===== config.mk =====
export PLATFORM = sky130hd
export DESIGN_NAME = dm_lsu
export DESIGN_NICKNAME = d
export VERILOG_FILES = /design/src/rtl/dm_lsu_pkg.sv /design/src/rtl/lsu_byte_lane.sv /design/src/rtl/dm_lsu.sv
export SDC_FILE = /design/constraint.sdc
export NUM_CORES = 1
export LEC_CHECK = 0
export ABC_AREA = 1
export BUFFER_PORTS_ARGS = -buffer_cell sky130_fd_sc_hd__buf_2
export CORE_MARGIN = 2
export CORE_UTILIZATION = 25
export CTS_BUF_LIST = sky130_fd_sc_hd__clkbuf_4 sky130_fd_sc_hd__clkbuf_8
export CTS_CLUSTER_DIAMETER = 80
export CTS_CLUSTER_SIZE = 16
export DETAILED_ROUTE_END_ITERATION = 10
export PLACE_DENSITY = 0.46
export SYNTH_ARGS = -nofsm -noshare
export SYNTH_HDL_FRONTEND = slang
export SYNTH_SLANG_ARGS = --single-unit

===== constraint.sdc =====
create_clock -name clk -period 5.5 [get_ports clk]
set_clock_uncertainty 0.1 [all_clocks]
set_input_delay 0.55 -clock clk [delete_from_list [all_inputs] [get_ports clk]]
set_output_delay 0.55 -clock clk [all_outputs]
set_load 0.02 [all_outputs]

===== src/rtl/dm_lsu_pkg.sv =====
// Shared encodings for the load/store unit: access sizes and FSM states.
package dm_lsu_pkg;

  localparam logic [1:0] SZ_BYTE = 2'b00;
  localparam logic [1:0] SZ_HALF = 2'b01;
  localparam logic [1:0] SZ_WORD = 2'b10;

  typedef enum logic [1:0] {
    ST_IDLE,
    ST_RD,
    ST_WR,
    ST_RESP
  } state_t;

  // Size 11 is never legal, so it reports as misaligned too.
  function automatic logic misaligned(input logic [1:0] size, input logic [1:0] lo);
    logic bad;
    case (size)
      SZ_BYTE: bad = 1'b0;
      SZ_HALF: bad = lo[0];
      SZ_WORD: bad = (lo != 2'b00);
      default: bad = 1'b1;
    endcase
    return bad;
  endfunction

endpackage


===== src/rtl/lsu_byte_lane.sv =====
// Lane steering for the LSU: merges store data into a read word and
// extracts/extends the addressed lane of a read word for loads.
module lsu_byte_lane
  import dm_lsu_pkg::*;
(
  input  logic [31:0] word,
  input  logic [31:0] wdata,
  input  logic [1:0]  size,
  input  logic        sext,
  input  logic [1:0]  lane,
  output logic [31:0] merged,
  output logic [31:0] extracted
);

  logic [7:0]  byte_sel;
  logic [15:0] half_sel;

  // Lanes are little-endian: byte k sits at bits [8k+7:8k].
  always_comb begin
    byte_sel  = word[{lane, 3'b000} +: 8];
    half_sel  = word[{lane[1], 4'b0000} +: 16];
    merged    = word;
    extracted = word;
    case (size)
      SZ_BYTE: begin
        merged[{lane, 3'b000} +: 8] = wdata[7:0];
        extracted = {{24{sext & byte_sel[7]}}, byte_sel};
      end
      SZ_HALF: begin
        merged[{lane[1], 4'b0000} +: 16] = wdata[15:0];
        extracted = {{16{sext & half_sel[15]}}, half_sel};
      end
      default: begin
        merged    = wdata;
        extracted = word;
      end
    endcase
  end

endmodule


===== src/rtl/dm_lsu.sv =====
// Load/store initiator for the word-only data memory: alignment checks,
// read-modify-write for sub-word stores, sub-word load extraction.
module dm_lsu
  import dm_lsu_pkg::*;
#(
  parameter int ADDR_W = 10
) (
  input  logic              clk,
  input  logic              clr,
  input  logic              req,
  input  logic              we,
  input  logic [1:0]        size,
  input  logic              sext,
  input  logic [31:0]       addr,
  input  logic [31:0]       wdata,
  input  logic [31:0]       PC,
  output logic              ready,
  output logic              done,
  output logic              err,
  output logic [31:0]       rdata,
  output logic              dm_memw,
  output logic              dm_memr,
  output logic [ADDR_W-1:0] dm_add,
  output logic [31:0]       dm_wdata,
  output logic [31:0]       dm_PC,
  input  logic [31:0]       dm_rdata
);

  state_t             state, state_nx;
  logic               we_q, sext_q, err_q;
  logic [1:0]         size_q;
  logic [ADDR_W+1:0]  addr_q;
  logic [31:0]        wdata_q, pc_q, merge_q;
  logic [31:0]        merged, extracted;
  logic               accept, bad;

  assign accept   = (state == ST_IDLE) && req;
  assign bad      = misaligned(size, addr[1:0]) || ((addr >> (ADDR_W + 2)) != 32'd0);
  assign dm_add   = addr_q[ADDR_W+1:2];
  assign dm_PC    = pc_q;

  lsu_byte_lane u_lane (
    .word      (dm_rdata),
    .wdata     (wdata_q),
    .size      (size_q),
    .sext      (sext_q),
    .lane      (addr_q[1:0]),
    .merged    (merged),
    .extracted (extracted)
  );

  always_ff @(posedge clk) begin
    if (clr) state <= ST_IDLE;
    else     state <= state_nx;
  end

  // Word stores skip the read; rejected requests go straight to RESP.
  always_comb begin
    state_nx = state;
    ready    = 1'b0;
    done     = 1'b0;
    err      = 1'b0;
    dm_memr  = 1'b0;
    dm_memw  = 1'b0;
    dm_wdata = '0;
    case (state)
      ST_IDLE: begin
        ready = 1'b1;
        if (req) begin
          if (bad)                       state_nx = ST_RESP;
          else if (we && size == SZ_WORD) state_nx = ST_WR;
          else                           state_nx = ST_RD;
        end
      end
      ST_RD: begin
        dm_memr  = 1'b1;
        state_nx = we_q ? ST_WR : ST_RESP;
      end
      ST_WR: begin
        dm_memw  = ~clr;
        dm_wdata = (size_q == SZ_WORD) ? wdata_q : merge_q;
        state_nx = ST_RESP;
      end
      ST_RESP: begin
        done     = 1'b1;
        err      = err_q;
        state_nx = ST_IDLE;
      end
      default: state_nx = ST_IDLE;
    endcase
  end

  // Request capture, merge word for RMW stores, and the held load result.
  always_ff @(posedge clk) begin
    if (clr) begin
      we_q    <= 1'b0;
      sext_q  <= 1'b0;
      err_q   <= 1'b0;
      size_q  <= SZ_BYTE;
      addr_q  <= '0;
      wdata_q <= '0;
      pc_q    <= '0;
      merge_q <= '0;
      rdata   <= '0;
    end else begin
      if (accept) begin
        we_q    <= we;
        sext_q  <= sext;
        err_q   <= bad;
        size_q  <= size;
        addr_q  <= addr[ADDR_W+1:0];
        wdata_q <= wdata;
        pc_q    <= PC;
      end
      if (state == ST_RD) begin
        if (we_q) merge_q <= merged;
        else      rdata   <= extracted;
      end
    end
  end

endmodule


* Word level (Yosys, flattened, before mapping)
Cells that the tools add are included.
Storage, ports and cells: word-level logic and storage cells 57, input port bits 135, bits in registers 147
Operators by class: bitwise operators 4, mux-type cells 17, shift-type cells 6, equality and inequality tests 8, reductions and logical operators 10, add/sub/neg operators 2
Operator list (count):
- $pmux 32 s2 | 2
- $bwmux 32 | 2
- $mux 32 | 2
- $reduce_bool 32->1 | 1
- $shift 16x7->32 const A | 1
- $shift 8x7->32 const A | 1
- $shiftx 16x7->32 | 1
- $shiftx 32x6->16 | 1
- $shiftx 32x6->8 | 1
- $shiftx 8x7->32 | 1
- $neg 5->7 | 2
- $eq 2x2->1 const B | 4
- $pmux 2 s4 | 1
- $eq 2x1->1 const B | 3
- $logic_not 2->1 | 3
- $mux 1 | 6
- $mux 2 | 3
- $reduce_and 2->1 | 2
- $pmux 1 s3 | 1
- $and 1x1->1 | 2
- $logic_and 1x1->1 | 2
- $ne 2x2->1 const B | 1
- $not 1->1 | 2
- $reduce_bool 2->1 | 1
- $logic_or 1x1->1 | 1

* Longest topological paths before layout
Gate-level depths: netlist of the first run.
depth in word-level cells 6, gate-level depth with buffers 10, gate-level depth less buffers 9

* Modules after synthesis
From an unflattened synthesis of the first run, not the netlist that was laid out.
Second synthesis, totals: cell total of the unflattened synthesis 1208, area, all modules 7636.1 sq um
Modules (own cells, without submodules):
- dm_lsu | area an instance 5801.8 sq um, sequential area each 2942.8 sq um, instances 1, cells an instance 797
- lsu_byte_lane | area an instance 1834.3 sq um, sequential area each 0.0 sq um, instances 1, cells an instance 411

* Least setup slack after synthesis of the first run
OpenSTA, ideal clock, no wires.
kind flip-flop to output port, from register state[0], to output dm_wdata[22], arrival 1.405 ns, stages on the path, launching flop included 6, setup slack 3.445 ns, buffers on the path 1, data required time 4.850 ns, cells stage by stage dfxtp_1 > inv_1 > ha_1 > clkinv_1 > clkbuf_1 > a21oi_1
Between the ends: word-level cells in the longest chain between the ends 2
RTL lines:
- from (decl) | RTL line dm_lsu.sv:29 | state_t state, state_nx;
- from (signal assigned) | RTL line dm_lsu.sv:54 | else state <= state_nx;
- $eq 2x2->1 | RTL line dm_lsu.sv:66 | case (state)
- $mux 32 | RTL line dm_lsu.sv:66
- to (decl) | RTL line dm_lsu.sv:24 | output logic [31:0] dm_wdata,
Every way passes these cells.

* Worst setup path after layout of the first run
from register size_q[1], to output dm_wdata[28]
Between the ends: word-level cells in the longest chain between the ends 3
RTL lines:
- from (decl) | RTL line dm_lsu.sv:31 | logic [1:0] size_q;
- from (signal assigned) | RTL line dm_lsu.sv:110 | size_q <= size;
- $eq 2x2->1 | RTL line dm_lsu.sv:81 | dm_wdata = (size_q == SZ_WORD) ? wdata_q : merge_q;
- $mux 32 | RTL line dm_lsu.sv:81
- $mux 32 | RTL line dm_lsu.sv:66
Every way passes these cells.

==> results of run 1 <==
==> metrics by stage <==
step | utilization, % | worst slack (ns) | instances
floorplan | - | 3.45 | 1168
global placement | 29.8 | 2.58 | 1726
detailed placement | 29.8 | 2.51 | 1726
CTS | 31.0 | 1.99 | 1758
global route | 31.0 | 1.74 | 1758
finish | 31.0 | 2.02 | 1759
==> final timing paths <==
path | slack, ns | from | cells past startpoint | end
setup / recovery | 2.02 | size_q[1]$_SDFFE_PP0P_ | 7 | dm_wdata[28]
hold / removal | 0.22 | PC[20] | 3 | dm_PC[20]$_SDFFE_PP0P_
setup reg to reg | 2.70 | addr_q[1]$_SDFFE_PP0P_ | 8 | merge_q[28]$_SDFFE_PP0P_
hold reg to reg | 0.37 | err_q$_SDFFE_PP0P_ | 2 | err_q$_SDFFE_PP0P_
==> cell families (layout without fill, tap and decap cells) <==
family,count (synthesis),after routing,synth area share (%)
buffers and inverters,166,360,9.15
other,0,1,0
and+or+nand+nor,481,481,24.9
AOI/OAI and AO/OA,365,365,26.1
adders and majority gates,9,9,1.47
DFF,147,147,38.4
==> power groups by stage <==
stage	Sequential (W)	Clock (W)	Combinational [W]
CTS	0.00147	0.000904	0.00151
floorplan	0.00156	0	0.000936
detailed placement	0.00149	0	0.00151
finish	0.00147	0.000874	0.00149
global placement	0.00149	0	0.00150
global route	0.00149	0.000941	0.00168
==> per-layer routing <==
layer	wire, µm	part of all wire (%)	vias to the layer above	track usage (%)
li1	-	-	4187	-
met1	14000	45	3794	25.5
met2	13600	44	290	30.2
met3	2550	8.3	45	5.51
met4	569	1.8	10	5.34
met5	68	0.22	-	0
==> cell type report <==
type,instances,area [µm²]
timing repair buffer,254,1290
antenna,1,2.50
inverter,74,282
tap,396,495
clock inverter,15,145
sequential,147,2950
clock buffer,17,234
fill,3487,21000
multi-input combinational,855,4040
==> synthesized netlist by cell type, drive strengths merged <==
library cell,count,area (µm²)
o31ai,5,37.5
nor3b,1,7.51
nand4,9,56.3
inv,70,265
nor3,6,30.0
nand2,248,943
ha,9,113
clkinv,4,15.0
o22ai,25,156
a21oi,144,833
buf,30,189
o211ai,7,52.6
clkbuf,62,233
nor2,198,758
nand3,19,113
a41oi,1,8.76
o21ai,183,916
dfxtp,147,2940
==> critical path: stages, from the launching register on <==
cell	delay, ns
dfxtp_2	0.36
inv_4	0.06
nor2_2	0.07
buf_4	0.36
clkinv_1	0.87
nand2_1	0.29
a21oi_1	0.09
buf_2	0.20
==> flip-flops by register name, summed over array words and instances (netlist names) <==
register  cells
wdata_q      32
merge_q      32
dm_PC        32
we_q          1
size_q        2
addr_q       12
sext_q        1
err_q         1
rdata        32
state         2
==> impl_metrics.py, run 1 <==
metrics = {
    "status": {
        "outcome": "complete, no violations",
    },
    "sta": {
        "rsz0062_at_grt": "false",
        "fin_setup_tns_ns": 0,
        "fin_hold_ws_ns": 0.222,
        "period_share_pct": 63.2,
        "worst_pin_slew_ns": 1.05,
        "hold_viol": 0,
        "fmax_mhz": 288,
        "min_period_ns": 3.48,
        "setup_violations": 0,
        "max-slew-margin-rel_pct": 29.6,
        "finalMaxSlewViolations": 0,
    },
    "grt": {
        "grt_pass1_vias": 7993,
        "grt_max_degree": 93,
        "antenna_found_initial": 8,
        "overflow": 0,
        "grt.total_usage_pct": 19.2,
        "grt_pass1_wl_mm": 46.7,
    },
    "floorplanning": {
        "die_w_um": 179,
        "pin_count": 246,
        "initial_core_util_pct": 25.2,
        "rows": 64,
        "dieArea_um2": 32100,
        "core_um2": 30400,
        "fp.dieH_um": 179,
    },
    "setup_path": {
        "critPathLaunchType": "register",
        "required_ns": 4.85,
        "crit_fanout": 38,
        "worstPathArrival_ns": 2.83,
        "path_class": "reg -> out",
        "end_kind": "output pin",
    },
    "clocking": {
        "clkTransAtPathRegs_ns": 0.10,
        "cts_resized": 0,
        "clockBufferDepth": 2,
        "clkSinkCount": 147,
        "postCtsSetupRepairBufs": 0,
        "cts_buffers": 17,
        "cts_root_buf": "clkbuf_8",
        "cts_hold_buf": 0,
        "htree_levels": 4,
        "cts_tree": "yes",
        "clk_latency_ns": 0.47,
    },
    "power_and_ir_drop": {
        "ir_worst_vdd_v": 0.000145,
        "combPwrFrac_pct": 38.9,
        "total_power_w": 0.00383,
        "pwr-share-clk_pct": 22.8,
        "sw_frac_of_total_pct": 45.1,
        "powerDensity_nw_per_um2": 406,
        "switchingPower_w": 0.00173,
        "internal-power_w": 0.00210,
        "seq_power_share_pct": 38.3,
        "power.leakage_nw": 4.23,
    },
    "placement": {
        "dp_hpwl_mm": 22.1,
        "place.gp.congestion": 0.815,
        "io_buffers": 245,
        "placed_area_um2": 9050,
    },
    "final_layout": {
        "final_common_cell": "buf_2",
        "fin_area_um2": 9440,
        "finalNetCount": 1493,
        "drive_gt1_share_pct": 22.9,
        "mostFrequentLayoutCells": "buf_2, nand2_1, nor2_1",
        "area_delta_synth_final_pct": 23.0,
    },
    "detailed_routing": {
        "drtIter0Drc": 592,
        "vias": 8326,
        "detail-route-antenna-nets": 0,
        "firstDrtPassIters": 7,
        "drc_errors": 0,
        "wl_per_cell_um": 17.5,
        "wl_mm": 30.8,
        "avgViaCountPerCell": 4.73,
    },
    "synthesis": {
        "syn_avg_cell_area_um2": 6.57,
        "yosysSeqAreaShare_pct": 38.4,
        "syn_inst": 1168,
        "synth-seq-cells": 147,
        "ys_warn_count": 0,
        "synth_cell_types": 30,
        "syn_nets": 1312,
        "netlist_area_um2": 7670,
    },
    "hold_path": {
        "hold_class": "in -> reg",
    },
    "flow_run": {
        "maxCapViolations": 0,
    },
}
(Power assumes the default switching activity.)
==> inputs of run 2 (changes only) <==
ABC_AREA = 0   (was 1)
clock period = 3.2 ns   (was 5.5 ns; I/O delays follow)
==> impl_metrics.py, run 2 <==
metrics = {
    "final_layout": {
        "finalNetCount": 1355,
        "drive_gt1_share_pct": 27.3,
        "stdcell_count": 1614,
        "area_delta_synth_final_pct": 34.5,
        "post-route-util_pct": 33.9,
        "mostFrequentLayoutCells": "nand2_1, buf_2, dfxtp_1",
        "n_fill_cell": 3221,
        "n_antenna_cell": 0,
        "final_common_cell": "nand2_1",
    },
    "power_and_ir_drop": {
        "powerDensity_nw_per_um2": 695,
        "power.leakage_nw": 4.08,
        "ir_worst_vdd_v": 0.000246,
        "total_power_w": 0.00696,
    },
    "synthesis": {
        "synth_common_cells": "nand2_1, dfxtp_1, a21oi_1",
        "syn_nets": 1092,
        "synth_cell_types": 49,
        "synth_top_cell_by_area": "dfxtp_1",
        "post-synth-top-area-fraction_pct": 39.5,
        "async_flop_share_pct": 0,
        "syn_avg_cell_area_um2": 7.85,
        "synth.most_common_cell": "nand2_1",
        "yosysSeqAreaShare_pct": 39.5,
        "syn_inst": 948,
        "synth_ff_type": "dfxtp_1",
        "ys_warn_count": 0,
        "netlist_area_um2": 7440,
        "synth-seq-cells": 147,
        "yosys-top-cells-area": "dfxtp_1, nand2_1, a21oi_1",
        "synth_edf_count": 0,
    },
    "grt": {
        "grt_max_degree": 52,
        "overflow": 0,
        "grt.total_usage_pct": 18.6,
        "antenna_found_initial": 0,
        "grt_pass1_vias": 7729,
        "grt_pass1_wl_mm": 44.7,
    },
    "status": {
        "outcome": "complete, no violations",
    },
    "setup_path": {
        "worstPathArrival_ns": 2.24,
        "required_ns": 2.78,
        "crit_fanout": 22,
        "worstSetupStartpoint": "state[0]$_SDFFE_PP0P_",
        "critPathLaunchType": "register",
        "path_class": "reg -> out",
        "end_kind": "output pin",
        "r2r-start": "addr_q[0]$_SDFFE_PP0P_",
    },
    "detailed_routing": {
        "avgViaCountPerCell": 4.88,
        "drc_errors": 0,
        "wl_mm": 29.2,
        "drtIter0Drc": 528,
        "wl_per_cell_um": 18.1,
        "vias": 7875,
        "detail-route-antenna-nets": 0,
        "firstDrtPassIters": 5,
    },
    "floorplanning": {
        "die_w_um": 177,
        "pin_count": 246,
        "rows": 63,
        "initial_core_util_pct": 25.2,
        "dieArea_um2": 31200,
        "core_um2": 29500,
        "fp.dieH_um": 177,
    },
    "placement": {
        "io_buffers": 245,
        "dp_slack_ns": 0.755,
        "post-place-cells": 1512,
        "place.gp.congestion": 0.831,
        "dp_hpwl_mm": 20.8,
    },
    "flow_run": {
        "maxCapViolations": 0,
    },
    "sta": {
        "min_period_ns": 2.66,
        "fmax_mhz": 375,
        "hold_viol": 0,
        "worst_pin_slew_ns": 0.843,
        "setup_violations": 0,
        "fin_setup_tns_ns": 0,
        "max-slew-margin-rel_pct": 43.8,
        "finalMaxSlewViolations": 0,
        "rsz0062_at_grt": "false",
        "layout_setup_ws_ns": 0.537,
        "period_share_pct": 83.2,
    },
    "clocking": {
        "cts_resized": 0,
        "cts_buffers": 17,
        "clockBufferDepth": 2,
        "cts_root_buf": "clkbuf_8",
        "postCtsSetupRepairBufs": 0,
        "htree_levels": 4,
        "clk_latency_ns": 0.45,
        "clkTransAtPathRegs_ns": 0.10,
        "cts_hold_buf": 70,
        "clkSinkCount": 147,
        "cts_tree": "yes",
    },
    "hold_path": {
        "worstHoldStart": "wdata[10]",
        "hold_class": "in -> reg",
    },
}
==> run 2: cell types whose count changed after synthesis, sizes merged, moves of 27 or more <==
cell,previous run,this run
nor3,6,33
a211oi,0,34
inv,70,7
a21oi,144,93
a221oi,0,32
o21ai,183,21
a21boi,0,32
nor2,198,56
==> run 2: logic make-up (layout without fill, tap and decap cells) <==
group	count (synthesis)	count (layout)	share of synthesized area (%)
AND/OR/NAND/NOR	403	403	23.4
AO/OA/AOI/OAI	259	259	24.6
flip-flops	147	147	39.5
buffers and inverters	98	374	6.22
multiplexers	32	32	4.74
adder cells (fa/ha/maj)	9	9	1.51
==> run 2: worst max-delay path: stages (launching register included) <==
cell and delay, ns:
dfxtp_1 0.34, inv_1 0.09, ha_1 0.60, buf_4 0.31, a21boi_1 0.24, buf_2 0.20
==> run 2: final timing paths <==
kind | end | slack, ns | cells after the start
worst max register to register | merge_q[23]$_SDFFE_PP0P_ | 0.70 | 6
worst max-delay path | dm_wdata[26] | 0.54 | 5
worst min-delay path | wdata_q[10]$_SDFFE_PP0P_ | 0.02 | 3
worst min register to register | addr_q[6]$_SDFFE_PP0P_ | 0.36 | 2
==> run 2: area by class of cell <==
class                   instances  area (µm²)  share of cell area, %
well taps                     390         488                   4.88
multi-input cells             703        4040                   40.4
clock buffers                  17         234                   2.34
flip-flops and latches        147        2940                   29.4
clock inverters                15         169                   1.69
repair buffers                335        2100                   21.0
inverters                       7        26.3                  0.263
==> run 2: power breakdown <==
group	internal, W	total [W]	leakage (nW)	switching (W)
clock	0.000718	0.00156	0.207	0.000842
sequential	0.00222	0.00254	1.20	0.000320
combinational	0.00103	0.00286	2.67	0.00183
total	0.00396	0.00696	4.08	0.00300
==> run 2: routing by layer <==
metal / global-route usage [%] / share of wire, % / vias to the layer above
met5: 0 / 0 / -
met4: 4.03 / 1.0 / 0
met3: 4.50 / 7.3 / 19
met2: 30.7 / 47 / 273
met1: 24.5 / 45 / 3739
li1: - / - / 3844
==> run 2: stage by stage <==
stage,hold slack [ns],instance area [µm²]
after detailed placement,0.345,8900
after global routing,0.00647,10000
after global placement,0.339,8900
after CTS,0.00123,10000
final,0.0154,10000
after floorplan,0.337,7440
==> inputs of run 3 (changes only) <==
clock period = 2.75 ns   (was 3.2 ns; I/O delays follow)
==> impl_metrics.py, run 3 (synthesized netlist as in run 2, its figures left out) <==
metrics = {
    "status": {
        "outcome": "complete, no violations",
    },
    "setup_path": {
        "critPathLaunchType": "register",
        "r2r-start": "addr_q[1]$_SDFFE_PP0P_",
        "r2r_slack_ns": 0.53,
        "path_class": "reg -> out",
        "rr_worst_depth": 6,
        "crit_fanout": 21,
        "worst_r2r_endpoint": "merge_q[21]$_SDFFE_PP0P_",
        "required_ns": 2.38,
        "worstPathArrival_ns": 2.16,
        "crit_slowest_cell": "dfxtp_1",
        "worstPathCellList": "inv_2 > nor2_2 > buf_4 > nand2_1 > a21boi_0 > buf_2",
        "end_kind": "output pin",
        "cpPeakStageDelay_ns": 0.44,
    },
    "detailed_routing": {
        "wl_mm": 29.0,
        "avgViaCountPerCell": 4.84,
        "detail-route-antenna-nets": 0,
        "wl_per_cell_um": 17.8,
        "drc_errors": 0,
        "firstDrtPassIters": 4,
        "drtIter0Drc": 367,
        "vias": 7865,
    },
    "clocking": {
        "clk_latency_ns": 0.46,
        "cts_root_buf": "clkbuf_8",
        "cts_buffers": 17,
        "htree_levels": 4,
        "postCtsSetupRepairBufs": 0,
        "clockBufferDepth": 2,
        "clkTransAtPathRegs_ns": 0.09,
        "cts_tree": "yes",
        "clkSinkCount": 147,
    },
    "hold_path": {
        "hold-path-endpoint": "rdata[17]$_SDFFE_PP0P_",
        "worstHoldStart": "dm_rdata[17]",
        "hold_class": "in -> reg",
        "hold-path-cell-count": 3,
    },
    "placement": {
        "placed_area_um2": 8960,
        "place.gp.congestion": 0.830,
        "dp_hpwl_mm": 20.5,
        "io_buffers": 245,
    },
    "floorplanning": {
        "pin_count": 246,
        "initial_core_util_pct": 25.2,
        "rows": 63,
        "dieArea_um2": 31200,
        "fp.dieH_um": 177,
        "core_um2": 29500,
        "die_w_um": 177,
    },
    "sta": {
        "worst_pin_slew_ns": 1.34,
        "finalMaxSlewViolations": 0,
        "fin_hold_ws_ns": 0.0463,
        "hold_viol": 0,
        "period_share_pct": 92.1,
        "fin_setup_tns_ns": 0,
        "max-slew-margin-rel_pct": 10.4,
        "rsz0062_at_grt": "false",
        "setup_violations": 0,
        "fmax_mhz": 395,
        "min_period_ns": 2.53,
    },
    "grt": {
        "grt.total_usage_pct": 18.2,
        "grt_max_degree": 61,
        "antenna_found_initial": 0,
        "grt_pass1_wl_mm": 44.0,
        "overflow": 0,
        "grt_pass1_vias": 7637,
    },
    "flow_run": {
        "maxCapViolations": 0,
    },
    "final_layout": {
        "finalNetCount": 1366,
        "mostFrequentLayoutCells": "nand2_1, buf_2, dfxtp_1",
        "drive_gt1_share_pct": 27.3,
        "area_delta_synth_final_pct": 36.4,
        "final_common_cell": "nand2_1",
        "n_antenna_cell": 0,
        "fin_area_um2": 10100,
    },
    "power_and_ir_drop": {
        "total_power_w": 0.00811,
        "ir_worst_vdd_v": 0.000366,
        "power.leakage_nw": 4.14,
        "powerDensity_nw_per_um2": 799,
    },
}
run 3: changes by cell type in the layout (fill, tap and decap cells not counted), sizes merged:
| cell | previous run | this run |
|---|---|---|
| clkinvlp | 1 | 3 |
| buf | 265 | 268 |
| dlygate4sd3 | 70 | 78 |
| clkbuf | 17 | 19 |
| inv | 15 | 11 |
run 3: per-layer routing:
metal  vias up  share of wire, %  GRT usage [%]
li1       3865                 -              -
met1      3689                45           24.2
met2       276                46           29.0
met3        35               6.6           4.48
met4         0               2.2           5.75
met5         -                 0              0
run 3: report_power, final:
| part | internal, W | switching (W) | leakage [nW] |
|---|---|---|---|
| Clock | 0.000855 | 0.000939 | 0.197 |
| Sequential | 0.00258 | 0.000371 | 1.20 |
| Combinational | 0.00124 | 0.00212 | 2.74 |
| Total | 0.00467 | 0.00343 | 4.14 |
run 3: timing repair:
action	4_1_cts	5_1_grt
endpoints found under the hold margin	78	0
resized for setup	0	0
hold buffers	78	0
run 3: layout make-up:
cell class / count / area, µm²
clock buffers: 19 / 255
clock inverters: 13 / 149
repair buffers: 346 / 2240
well taps: 390 / 488
multi-input cells: 703 / 4040
fillers: 3167 / 19300
inverters: 7 / 26.3
flip-flops and latches: 147 / 2940
run 3: critical path, delay by kind of cell, from the launching register on:
family,cells,cell delay [ns]
AO/OA/AOI/OAI,1,0.39
buffers and inverters,3,0.67
flip-flops,1,0.44
AND/OR/NAND/NOR,2,0.20
run 3: worst max path at each step:
| stage | from | cells after the start | end | slack, ns |
|---|---|---|---|---|
| floorplan | addr_q[1]$_SDFFE_PP0P_ | 9 | merge_q[0]$_SDFFE_PP0P_ | 0.52 |
| global placement | addr_q[1]$_SDFFE_PP0P_ | 6 | merge_q[22]$_SDFFE_PP0P_ | 0.62 |
| detailed placement | addr_q[1]$_SDFFE_PP0P_ | 6 | merge_q[22]$_SDFFE_PP0P_ | 0.56 |
| CTS | size_q[1]$_SDFFE_PP0P_ | 6 | dm_wdata[13] | 0.21 |
| global route | size_q[1]$_SDFFE_PP0P_ | 6 | dm_wdata[13] | 0.14 |
| finish | size_q[1]$_SDFFE_PP0P_ | 6 | dm_wdata[13] | 0.22 |
run 3: through the flow:
step                instances  setup slack, ns  util [%]
floorplan                 948            0.522         -
global placement         1515            0.621      30.4
detailed placement       1515            0.557      30.4
CTS                      1625            0.212      34.4
global route             1625            0.141      34.4
finish                   1625            0.216      34.4
